<file path="src/rtl/fetch_pkg.sv">
// rtl/fetch_pkg.sv - shared fetch-stage types and default widths
// Contents:
//   fetch_state_e  : request tracking state of the fetch unit
//   FETCH_ADDR_W   : default PC / instruction-memory address width
//   FETCH_INSTR_W  : default instruction word width
package fetch_pkg;

  localparam int FETCH_ADDR_W  = 8;
  localparam int FETCH_INSTR_W = 9;

  typedef enum logic [1:0] {
    FETCH_IDLE = 2'd0,  // nothing outstanding
    FETCH_WAIT = 2'd1,  // request outstanding, response will be kept
    FETCH_DROP = 2'd2   // request outstanding, response will be discarded
  } fetch_state_e;

endpackage

</file>
<file path="src/rtl/fetch_fifo.sv">
// rtl/fetch_fifo.sv - small instruction buffer between fetch and decode
// Ports:
//   clk_i, rst_n_i : clock, asynchronous active-low reset
//   push, wdata    : write wdata at the tail (ignored when full)
//   pop            : drop the head entry (ignored when empty)
//   clear          : empty the buffer; overrides push and pop
//   head           : entry at the head (stale when count==0)
//   count          : number of valid entries
module fetch_fifo #(
  parameter  int DEPTH = 2,
  parameter  int WIDTH = 17,
  localparam int PTR_W = (DEPTH > 1) ? $clog2(DEPTH) : 1,
  localparam int CNT_W = $clog2(DEPTH + 1)
) (
  input  logic             clk_i,
  input  logic             rst_n_i,
  input  logic             push,
  input  logic [WIDTH-1:0] wdata,
  input  logic             pop,
  input  logic             clear,
  output logic [WIDTH-1:0] head,
  output logic [CNT_W-1:0] count
);

  logic [WIDTH-1:0] mem [DEPTH];
  logic [PTR_W-1:0] wr_ptr;
  logic [PTR_W-1:0] rd_ptr;
  logic             do_push;
  logic             do_pop;

  assign do_push = push && (count < CNT_W'(DEPTH));
  assign do_pop  = pop && (count != '0);
  assign head    = mem[rd_ptr];

  // Storage is reset so the head reads as zero out of reset.
  // Pointers rely on natural overflow, so DEPTH must be a power of two.
  always_ff @(posedge clk_i or negedge rst_n_i) begin
    if (!rst_n_i) begin
      for (int i = 0; i < DEPTH; i++) mem[i] <= '0;
      wr_ptr <= '0;
      rd_ptr <= '0;
      count  <= '0;
    end else if (clear) begin
      wr_ptr <= '0;
      rd_ptr <= '0;
      count  <= '0;
    end else begin
      if (do_push) begin
        mem[wr_ptr] <= wdata;
        wr_ptr      <= wr_ptr + PTR_W'(1);
      end
      if (do_pop) rd_ptr <= rd_ptr + PTR_W'(1);
      case ({do_push, do_pop})
        2'b10:   count <= count + CNT_W'(1);
        2'b01:   count <= count - CNT_W'(1);
        default: count <= count;
      endcase
    end
  end

endmodule

</file>
<file path="src/rtl/fetch_unit.sv">
// rtl/fetch_unit.sv - instruction fetch stage with one outstanding read
// Ports:
//   clk_i, rst_n_i              : clock, asynchronous active-low reset
//   pc_i, pc_valid_i, pc_ready_o: PC handshake from the PC stage
//   flush_i                     : discard buffered and in-flight instructions
//   imem_req_o, imem_addr_o     : instruction memory read request
//   imem_rvalid_i, imem_rdata_i : instruction memory read response
//   instr_valid_o, instr_o,
//   instr_pc_o, instr_ready_i   : buffered instruction handshake to decode
module fetch_unit
  import fetch_pkg::*;
#(
  parameter int ADDR_W  = FETCH_ADDR_W,
  parameter int INSTR_W = FETCH_INSTR_W,
  parameter int DEPTH   = 2
) (
  input  logic               clk_i,
  input  logic               rst_n_i,
  input  logic [ADDR_W-1:0]  pc_i,
  input  logic               pc_valid_i,
  output logic               pc_ready_o,
  input  logic               flush_i,
  output logic               imem_req_o,
  output logic [ADDR_W-1:0]  imem_addr_o,
  input  logic               imem_rvalid_i,
  input  logic [INSTR_W-1:0] imem_rdata_i,
  output logic               instr_valid_o,
  output logic [INSTR_W-1:0] instr_o,
  output logic [ADDR_W-1:0]  instr_pc_o,
  input  logic               instr_ready_i
);

  localparam int CNT_W = $clog2(DEPTH + 1);

  fetch_state_e                state;
  logic [ADDR_W-1:0]           pc_q;
  logic [CNT_W-1:0]            count;
  logic [ADDR_W+INSTR_W-1:0]   head;
  logic                        push;
  logic                        pop;

  // Space is checked at issue time, so the single in-flight response
  // always has a free slot when it returns.
  assign pc_ready_o  = (state == FETCH_IDLE) && (count < CNT_W'(DEPTH)) && !flush_i;
  assign imem_req_o  = pc_valid_i && pc_ready_o;
  assign imem_addr_o = pc_i;

  assign push = (state == FETCH_WAIT) && imem_rvalid_i && !flush_i;
  assign pop  = instr_ready_i && instr_valid_o;

  assign instr_valid_o        = (count != '0);
  assign {instr_pc_o, instr_o} = head;

  always_ff @(posedge clk_i or negedge rst_n_i) begin
    if (!rst_n_i) begin
      state <= FETCH_IDLE;
      pc_q  <= '0;
    end else begin
      case (state)
        FETCH_IDLE: begin
          // A response here is a protocol error and is ignored.
          if (imem_req_o) begin
            state <= FETCH_WAIT;
            pc_q  <= pc_i;
          end
        end
        FETCH_WAIT: begin
          // With a coincident flush the response is simply not pushed.
          if (imem_rvalid_i)  state <= FETCH_IDLE;
          else if (flush_i)   state <= FETCH_DROP;
        end
        FETCH_DROP: begin
          if (imem_rvalid_i)  state <= FETCH_IDLE;
        end
        default: state <= FETCH_IDLE;
      endcase
    end
  end

  fetch_fifo #(
    .DEPTH (DEPTH),
    .WIDTH (ADDR_W + INSTR_W)
  ) u_fifo (
    .clk_i   (clk_i),
    .rst_n_i (rst_n_i),
    .push    (push),
    .wdata   ({pc_q, imem_rdata_i}),
    .pop     (pop),
    .clear   (flush_i),
    .head    (head),
    .count   (count)
  );

endmodule
</file>
<file path="config.mk">
export PLATFORM = sky130hd
export DESIGN_NAME = fetch_unit
export DESIGN_NICKNAME = d
export VERILOG_FILES = /design/src/rtl/fetch_pkg.sv /design/src/rtl/fetch_fifo.sv /design/src/rtl/fetch_unit.sv
export SDC_FILE = /design/constraint.sdc
export NUM_CORES = 1
export LEC_CHECK = 0
export BUFFER_PORTS_ARGS = -buffer_cell sky130_fd_sc_hd__buf_4
export CAP_MARGIN = 10
export CELL_PAD_IN_SITES_DETAIL_PLACEMENT = 1
export CELL_PAD_IN_SITES_GLOBAL_PLACEMENT = 1
export CORE_MARGIN = 1
export CORE_UTILIZATION = 43
export DETAILED_ROUTE_END_ITERATION = 16
export PLACE_DENSITY = 0.83
export SETUP_SLACK_MARGIN = 0.5
export SLEW_MARGIN = 5
export SYNTH_ARGS = -nofsm -noshare
export SYNTH_HDL_FRONTEND = slang
export SYNTH_SLANG_ARGS = --single-unit
</file>
<file path="constraint.sdc">
create_clock -name clk_i -period 2.35 [get_ports clk_i]
set_input_delay 0 -clock clk_i [delete_from_list [all_inputs] [get_ports clk_i]]
set_output_delay 0 -clock clk_i [all_outputs]
set_load 0.01 [all_outputs]
</file>
==> impl_metrics.yaml, run 1 <==
status:
  status: "finished clean"
sta:
  skew_ns: 0.01476
  slew_headroom_pct: 59.28
  worst_slack_ns: 0.5235
  worst_slew_pin_slew_ns: 0.6108
  slew_violations: 0
  setup_tns_ns: 0
  fmax_mhz: 547.5
  period_minus_slack_ns: 1.827
  finalCritPeriodShare_pct: 77.72
  hold_viol: 0
  rsz0062_at_grt: "true"
  setup_viol: 0
power_and_ir_drop:
  ir_drop_uv: 428.1
  power_leakage_nw: 1.436
  sw_frac_of_total_pct: 26.91
  power_mw: 2.547
  p_switching_mw: 0.6853
  clkPwrFrac_pct: 23.3
  internal_power_mw: 1.861
  p_comb_share_pct: 31.0
  seqPwrFrac_pct: 45.7
  powerDensity_nw_per_um2: 864.3
detailed_routing:
  wl_mm: 4.951
  detail_route.iter0.violations: 58
  vias_per_cell: 4.878
  vias: 1405
  routedWlPerCell_um: 17.19
  drc: 0
  first_pass_iters: 2
  postRouteAntennaNets: 0
yosys:
  syn_avg_cell_area_um2: 14.81
  ys.flop_type: "dfrtp_1"
  synth_cells: 148
  synth_most_common_cell: "mux2_2"
  ys_warn_count: 0
  syn_nets: 171
  synth_area_leaders: "dfrtp_1, mux2_2, mux2_4"
  ys_types: 29
  synth_seq_cells: 48
  yosysSeqAreaShare_pct: 54.79
  netlist_area_um2: 2192
  synth_edf_count: 0
  synth_top_area_share_pct: 54.79
  synth_top_area_cell: "dfrtp_1"
  async_flop_share_pct: 100.0
  synth_common_cells: "mux2_2, dfrtp_1, mux2_4"
worst_setup_path:
  worstPathRequired_ns: 2.54
  crit_buf_inv: 1
  crit_type: "reg2reg"
  path_delay_family: "simple AND/OR/NAND/NOR gates"
  worstPathArrival_ns: 2.01
  crit_path_max_incr_delay_ns: 0.44
  endpoint_kind: "register"
  worstSetupStartpointType: "register"
  path_cells: "or3b_4, or3_4, buf_12, mux2_4"
  cp_num_cells: 4
  critPathMaxFanout: 12
  rr_worst_depth: 4
  slowest_stage: "or3b_4"
layout:
  syn_to_final_growth_pct: 34.42
  layout-drive-gt1-share_pct: 60.63
  fin_nets: 243
  instances_no_fill: 288
  diodes: 0
run:
  drv_cap: 0
floorplan:
  die_area_um2: 5388
  rows: 25
  start_util_pct: 45.51
  ioPinCount: 51
  fp.dieH_um: 73.40
  core_um2: 4817
  die_width_um: 73.40
clocking:
  cts_tree: "built"
  cts.sink_count: 48
  cts_root_buffer: "clkbuf_8"
  cts.clk_slew.worst_paths_ns: 0.08
  clk_latency_ns: 0.31
  cts_buffers: 5
  htreeDepth: 2
  clockBufferDepth: 2
placed_design:
  gp_congestion: 0.7334
  pre_cts_ws_ns: 0.3465
  dp.cells: 255
  dpl.hpwl_mm: 3.210
  numPortBuffers: 50
global_routing:
  antenna_found_initial: 0
  grt_max_degree: 49
  grt_pass1_wl_mm: 7.962
  track_usage_pct: 20.54
  first_global_vias: 1621
  gr-total-overflow: 0
hold_path:
  hp-class: "in2reg"
  whs_path_depth: 4
[power groups by stage]
stage                     Clock, mW  Combinational [mW]  Sequential, mW
after CTS                     0.604               0.795            1.16
after global placement            0               0.730            1.15
final                         0.593               0.790            1.16
after global routing          0.639               0.855            1.20
after detailed placement          0               0.760            1.17
after floorplan                   0               0.467            1.12
[per-stage QoR]
| stage | hold slack [ns] | util [%] | cell area (µm²) |
|---|---|---|---|
| floorplan | -0.2956 | - | 2192 |
| CTS | 0.07825 | 60.55 | 2917 |
| global placement | 0.03459 | 53.61 | 2582 |
| global route | 0.1396 | 61.17 | 2947 |
| detailed placement | 0.05304 | 53.61 | 2582 |
| finish | 0.08830 | 61.17 | 2947 |
[layout make-up]
| cell class | count | area (µm²) |
|---|---|---|
| Clock buffer | 5 | 68.82 |
| Clock inverter | 3 | 42.54 |
| Sequential cell | 48 | 1202 |
| Timing Repair Buffer | 78 | 648.1 |
| Fill cell | 499 | 1871 |
| Tap cell | 67 | 83.83 |
| Inverter | 2 | 7.507 |
| Multi-Input combinational cell | 85 | 893.4 |
[flip-flops by register name, summed over array words and instances (netlist names)]
| register | flops |
|---|---|
| pc_q | 8 |
| u_fifo.wr_ptr | 1 |
| u_fifo.count | 2 |
| u_fifo.mem | 34 |
| state | 2 |
| u_fifo.rd_ptr | 1 |
[worst paths after layout]
kind | from | slack (ns) | end
worst min-delay path | instr_ready_i | 0.09 | u_fifo.count[1]
worst min register to register | u_fifo.mem[0] | 0.51 | u_fifo.mem[0]
max in group asynchronous | rst_n_i | 1.63 | u_fifo.rd_ptr
min in group asynchronous | rst_n_i | 0.27 | u_fifo.mem[23]
worst max-delay path | state[0] | 0.52 | u_fifo.mem[31]
worst max register to register | state[0] | 0.52 | u_fifo.mem[31]
[placed cells by master, fill, tap and decap left out]
master,count
a2111oi_0,1
a22oi_1,1
and2b_2,1
and3b_1,1
and4bb_2,1
buf_12,1
buf_4,57
bufinv_16,1
clkbuf_8,5
clkinv_2,1
clkinvlp_4,1
dfrtp_1,47
dfrtp_2,1
dlygate4sd3_1,20
inv_1,2
mux2_1,1
mux2_2,50
mux2_4,9
nand2_1,2
nand2_2,1
nand2b_1,1
nor2_1,3
nor2b_1,2
nor3_1,1
nor3_4,1
nor4_2,1
o21ai_0,3
or2_2,1
or2b_1,1
or3_4,1
or3b_4,1
xor2_1,1
[routing by layer]
| metal | vias to the layer above | global-route usage [%] | part of all wire (%) |
|---|---|---|---|
| met5 | - | 0 | 0 |
| met4 | 0 | 5.769 | 1.2 |
| met3 | 7 | 4.252 | 3.0 |
| met2 | 34 | 39.30 | 56 |
| met1 | 706 | 22.86 | 40 |
| li1 | 658 | - | - |
[worst min-delay path, cell delays in order]
cell and delay (ns):
buf_4 0.12, nand2b_1 0.08, a22oi_1 0.07, nor2_1 0.08
[what timing repair did]
item / 4_1_cts / 5_1_grt
pin swaps: 2 / 1
buffers inserted: 2 / 3
cloned: 0 / 0
setup endpoints to repair: 32 / 43
gates resized for setup: 2 / 2
hold endpoints to repair: 79 / 0
hold buffers: 20 / 0
[cells by family after synthesis]
logic type / Yosys count / synth area share [%]
buf+inv: 15 / 5.080
flops: 48 / 54.79
simple gates: 19 / 5.937
mux: 60 / 32.36
compound gates: 5 / 1.427
xor+xnor: 1 / 0.3996
(Power assumes the default switching activity.)
==> run 2, diff against run 1 <==
- CORE_UTILIZATION: 43 -> 39
- PLACE_DENSITY: 0.83 -> 0.8
- clock period: 2.35 -> 1.6 ns (I/O delays scaled with it)
==> run 2 against run 1 <==
The run now ends with negative setup slack left. Final area grew 20%. Sequential power grew 54%. Flip-flop and latch count is the same. Non-clock buffer count grew 23. Total power grew 74%. Via count grew 14%. Clock skew shrank 0.0097 ns. Register-to-register slack lost 0.74 ns. First-iteration DRC count grew 6.9%. Largest cell class unchanged.
==> impl_metrics.yaml, run 2 (synthesized netlist as in run 1, its figures left out) <==
status:
  status: "complete, but fails checks"
  violations: "negative setup slack"
clocking:
  cts_tree: "built"
  htreeDepth: 2
  clk_latency_ns: 0.30
  clockBufferDepth: 2
  cts.sink_count: 48
  cts_buffers: 5
  cts.clk_slew.worst_paths_ns: 0.09
  cts_root_buffer: "clkbuf_8"
worst_setup_path:
  crit_type: "reg2reg"
  worstSetupStartpointType: "register"
  worstPathArrival_ns: 2.00
  endpoint_kind: "register"
  critPathMaxFanout: 11
  worstPathRequired_ns: 1.79
layout:
  biggestRegsByFlops: "u_fifo.mem: 34 flops, pc_q: 8 flops"
  layout-drive-gt1-share_pct: 67.21
  largest_reg_flops: 34
  diodes: 0
  fin_util_pct: 66.93
  mostFrequentLayoutCells: "mux2_4, dfrtp_1, buf_4"
  max_flop_register: "u_fifo.mem"
  fin_nets: 266
  instances_no_fill: 314
  layout_commonest_cell: "mux2_4"
  syn_to_final_growth_pct: 60.90
  postLayoutCellArea_um2: 3527
floorplan:
  fp.dieH_um: 76.97
  rows: 26
  ioPinCount: 51
  die_width_um: 76.97
  core_um2: 5270
  start_util_pct: 41.60
  die_area_um2: 5924
global_routing:
  gr-total-overflow: 0
  grt_pass1_wl_mm: 11.04
  track_usage_pct: 25.44
  first_global_vias: 1851
  antenna_found_initial: 0
  grt_max_degree: 49
detailed_routing:
  first_pass_iters: 4
  detail_route.iter0.violations: 62
  postRouteAntennaNets: 0
  wl_mm: 7.879
  drc: 0
  vias: 1601
  vias_per_cell: 5.099
  routedWlPerCell_um: 25.09
sta:
  slew_violations: 0
  slew_headroom_pct: 60.54
  skew_ns: 0.005085
  fmax_mhz: 550.7
  worst_slack_ns: -0.2158
  hold_viol: 0
  setup_viol: 43
  period_minus_slack_ns: 1.816
  rsz0062_at_grt: "true"
  worst_slew_pin_slew_ns: 0.5919
  finalCritPeriodShare_pct: 113.5
power_and_ir_drop:
  power_leakage_nw: 1.740
  power_mw: 4.427
  powerDensity_nw_per_um2: 1255
  ir_drop_uv: 532.4
placed_design:
  numPortBuffers: 50
  gp_congestion: 0.6836
  dpl.hpwl_mm: 3.414
  placedInstanceArea_um2: 2714
  dp.cells: 268
run:
  drv_cap: 0
hold_path:
  hp-class: "in2reg"
## run 2: metal layers
layer / wire length, µm / vias up / GRT usage, %
met5: 0 / - / 0
met4: 80 / 0 / 6.415
met2: 4379 / 39 / 46.96
met1: 3214 / 849 / 30.99
li1: - / 704 / -
met3: 204 / 9 / 3.452
## run 2: layout make-up
type                    instances  area, µm²
flip-flops and latches         48       1202
multi-input cells              85       1095
repair buffers                101       1008
fillers                       503       1743
clock buffers                   7      96.34
well taps                      70      87.58
clock inverters                 1      30.03
inverters                       2      7.507
## run 2: path summary, 6_finish.rpt
| check | start | to | slack (ns) | cells after the start |
|---|---|---|---|---|
| max in group asynchronous | rst_n_i | u_fifo.rd_ptr | 0.92 | 2 |
| max | state[1] | u_fifo.mem[27] | -0.22 | 4 |
| min reg2reg | u_fifo.mem[15] | u_fifo.mem[15] | 0.52 | 1 |
| min | flush_i | u_fifo.rd_ptr | 0.07 | 3 |
| max reg2reg | state[1] | u_fifo.mem[27] | -0.22 | 4 |
| min in group asynchronous | rst_n_i | u_fifo.mem[3] | 0.25 | 2 |
## run 2: critical path, cell delays in order, from the launching register on
cell     delay (ns)
dfrtp_1        0.41
or3b_4         0.42
or3_4          0.38
buf_12         0.17
mux2_4         0.32
## run 2: repair_timing
item                       in CTS  in global routing
buffers inserted                8                  8
hold endpoints to repair       76                  0
hold buffers                   19                  0
setup endpoints to repair      67                 68
resized for setup              72                 16
pin swaps                       6                  6
cloned                          2                  1
## run 2: metrics by stage
step / hold WS (ns) / TNS (ns) / setup WS, ns
global route: 0.06484 / -7.524 / -0.2312
floorplan: -0.2956 / -6.323 / -0.2360
finish: 0.07077 / -5.701 / -0.2158
global placement: 0.03981 / -2.905 / -0.1515
CTS: 0.01933 / -4.968 / -0.1673
detailed placement: 0.05334 / -4.085 / -0.1978
## run 2: where the power goes
part / internal (mW) / total (mW) / switching [mW]
combinational: 1.09 / 1.66 / 0.572
clock: 0.552 / 0.975 / 0.423
sequential: 1.52 / 1.79 / 0.272
==> run 3, diff against run 2 <==
- BUFFER_PORTS_ARGS: -buffer_cell sky130_fd_sc_hd__buf_4 -> -buffer_cell sky130_fd_sc_hd__buf_2
==> run 3 against run 2 <==
The flow still finishes with violations (negative setup slack). Largest cell class unchanged. Count of clock-buffer cells in the layout unchanged. First-iteration DRC count rose by 4.8%. Final area fell by 5.1%.
==> impl_metrics.yaml, run 3 (synthesized netlist as in run 1, its figures left out) <==
run:
  drv_cap: 0
layout:
  syn_to_final_growth_pct: 52.63
  layout-drive-gt1-share_pct: 65.96
  mostFrequentLayoutCells: "dfrtp_1, mux2_4, buf_6"
  fin_nets: 257
  multi_input_area_um2: 1069
  regArea_um2: 1202
  fillers: 500
  layout_commonest_cell: "dfrtp_1"
  max_flop_register: "u_fifo.mem"
  postLayoutCellArea_um2: 3346
  diodes: 0
  biggestRegsByFlops: "u_fifo.mem: 34 flops, pc_q: 8 flops"
  largest_reg_flops: 34
detailed_routing:
  routed.top_layer: "met4"
  detail_route.iter0.violations: 65
  dr_wl_met2_mm: 3.352
  routedLengthMet1_mm: 2.863
  postRouteAntennaNets: 0
  wl_met3_um: 190
  drc: 0
  vias_per_cell: 5.000
  vias: 1525
  first_pass_iters: 4
  wl_mm: 6.507
  routedWlPerCell_um: 21.33
placed_design:
  placedInstanceArea_um2: 2586
  numPortBuffers: 50
  dpl.hpwl_mm: 3.183
  gp_congestion: 0.6873
global_routing:
  grt_max_degree: 27
  first_global_vias: 1772
  antenna_found_initial: 0
  grt_pass1_wl_mm: 10.32
  track_usage_pct: 23.83
  gr-total-overflow: 0
sta:
  setup_tns_ns: -5.494
  fmax_mhz: 552.7
  skew_ns: 0.003719
  period_minus_slack_ns: 1.809
  slew_violations: 0
  hold_viol: 0
  slew_headroom_pct: 61.89
  setup_viol: 43
  worst_slack_ns: -0.2093
  finalCritPeriodShare_pct: 113.1
  worst_slew_pin_slew_ns: 0.5717
  rsz0062_at_grt: "true"
power_and_ir_drop:
  ir_drop_uv: 597.0
  power_leakage_nw: 1.618
  sw_frac_of_total_pct: 27.23
  power_mw: 4.255
  powerDensity_nw_per_um2: 1272
  seqPwrFrac_pct: 41.3
  clkPwrFrac_pct: 22.5
  p_comb_share_pct: 36.2
  p_switching_mw: 1.159
  internal_power_mw: 3.096
worst_setup_path:
  worstSetupStartpointType: "register"
  critPathMaxFanout: 6
  endpoint_kind: "register"
  worstPathArrival_ns: 2.00
  worstPathRequired_ns: 1.79
  crit_type: "reg2reg"
clocking:
  cts.sink_count: 48
  cts_root_buffer: "clkbuf_8"
  cts_tree: "built"
  htreeDepth: 2
  cts_buffers: 5
  clockBufferDepth: 2
  cts.clk_slew.worst_paths_ns: 0.09
  clk_latency_ns: 0.30
floorplan:
  fp.dieH_um: 76.97
  start_util_pct: 41.60
  core_um2: 5270
  rows: 26
  die_area_um2: 5924
  ioPinCount: 51
  die_width_um: 76.97
status:
  status: "complete, but fails checks"
  violations: "negative setup slack"
hold_path:
  hp-class: "in2reg"
run 3: cell types whose count changed in the layout (fill, tap and decap cells not counted), sizes merged:
| cell | change |
|---|---|
| buf | -7 |
| clkbuf | -2 |
run 3: final timing paths:
| kind | startpoint | cells past startpoint | slack [ns] | end |
|---|---|---|---|---|
| min in group asynchronous | rst_n_i | 2 | 0.22 | u_fifo.mem[2] |
| min reg2reg | u_fifo.mem[18] | 1 | 0.52 | u_fifo.mem[18] |
| min | flush_i | 3 | 0.08 | u_fifo.count[1] |
| max | state[1] | 4 | -0.21 | u_fifo.mem[29] |
| max in group asynchronous | rst_n_i | 3 | 0.84 | u_fifo.mem[28] |
| max reg2reg | state[1] | 4 | -0.21 | u_fifo.mem[29] |
run 3: area by class of cell:
class | instances | share of cell area (%)
Clock buffer | 7 | 2.880
Clock inverter | 1 | 0.8975
Inverter | 2 | 0.2244
Multi-Input combinational cell | 85 | 31.94
Sequential cell | 48 | 35.94
Tap cell | 70 | 2.618
Timing Repair Buffer | 92 | 25.50
run 3: stage by stage:
stage | setup WS, ns | instances | hold WS [ns] | utilization, %
after floorplan | -0.2360 | 148 | -0.2956 | -
after detailed placement | -0.2024 | 266 | 0.02781 | 49.07
after global placement | -0.1523 | 266 | 0.01801 | 49.07
final | -0.2093 | 305 | 0.08327 | 63.49
after global routing | -0.2423 | 305 | 0.08009 | 63.49
after CTS | -0.1750 | 301 | 0.02970 | 61.73
run 3: worst max-delay path, cell delays in order (launching register included):
cell,delay (ns)
dfrtp_1,0.41
or3b_4,0.42
or3_4,0.41
buf_6,0.16
mux2_4,0.30
run 3: repair_timing:
| action | in CTS | in global routing |
|---|---|---|
| endpoints found under the setup margin | 65 | 67 |
| buffers inserted | 6 | 4 |
| resized for setup | 62 | 13 |
| cloned | 2 | 0 |
| hold endpoints to repair | 50 | 0 |
| hold buffers | 19 | 0 |
| pin swaps | 6 | 8 |
run 3: power by group through the flow:
stage	logic, mW	clock network, mW	registers, mW
3_3_place_gp	1.00	0	1.71
2_1_floorplan	0.721	0	1.65
6_report	1.54	0.957	1.76
3_5_place_dp	1.03	0	1.72
5_1_grt	1.62	1.02	1.78
4_1_cts	1.47	0.967	1.72
run 3: per-layer routing:
| metal | GRT usage, % | up-vias |
|---|---|---|
| met5 | 0 | - |
| met4 | 7.547 | 0 |
| met3 | 4.524 | 8 |
| met2 | 41.70 | 36 |
| met1 | 29.55 | 800 |
| li1 | - | 681 |
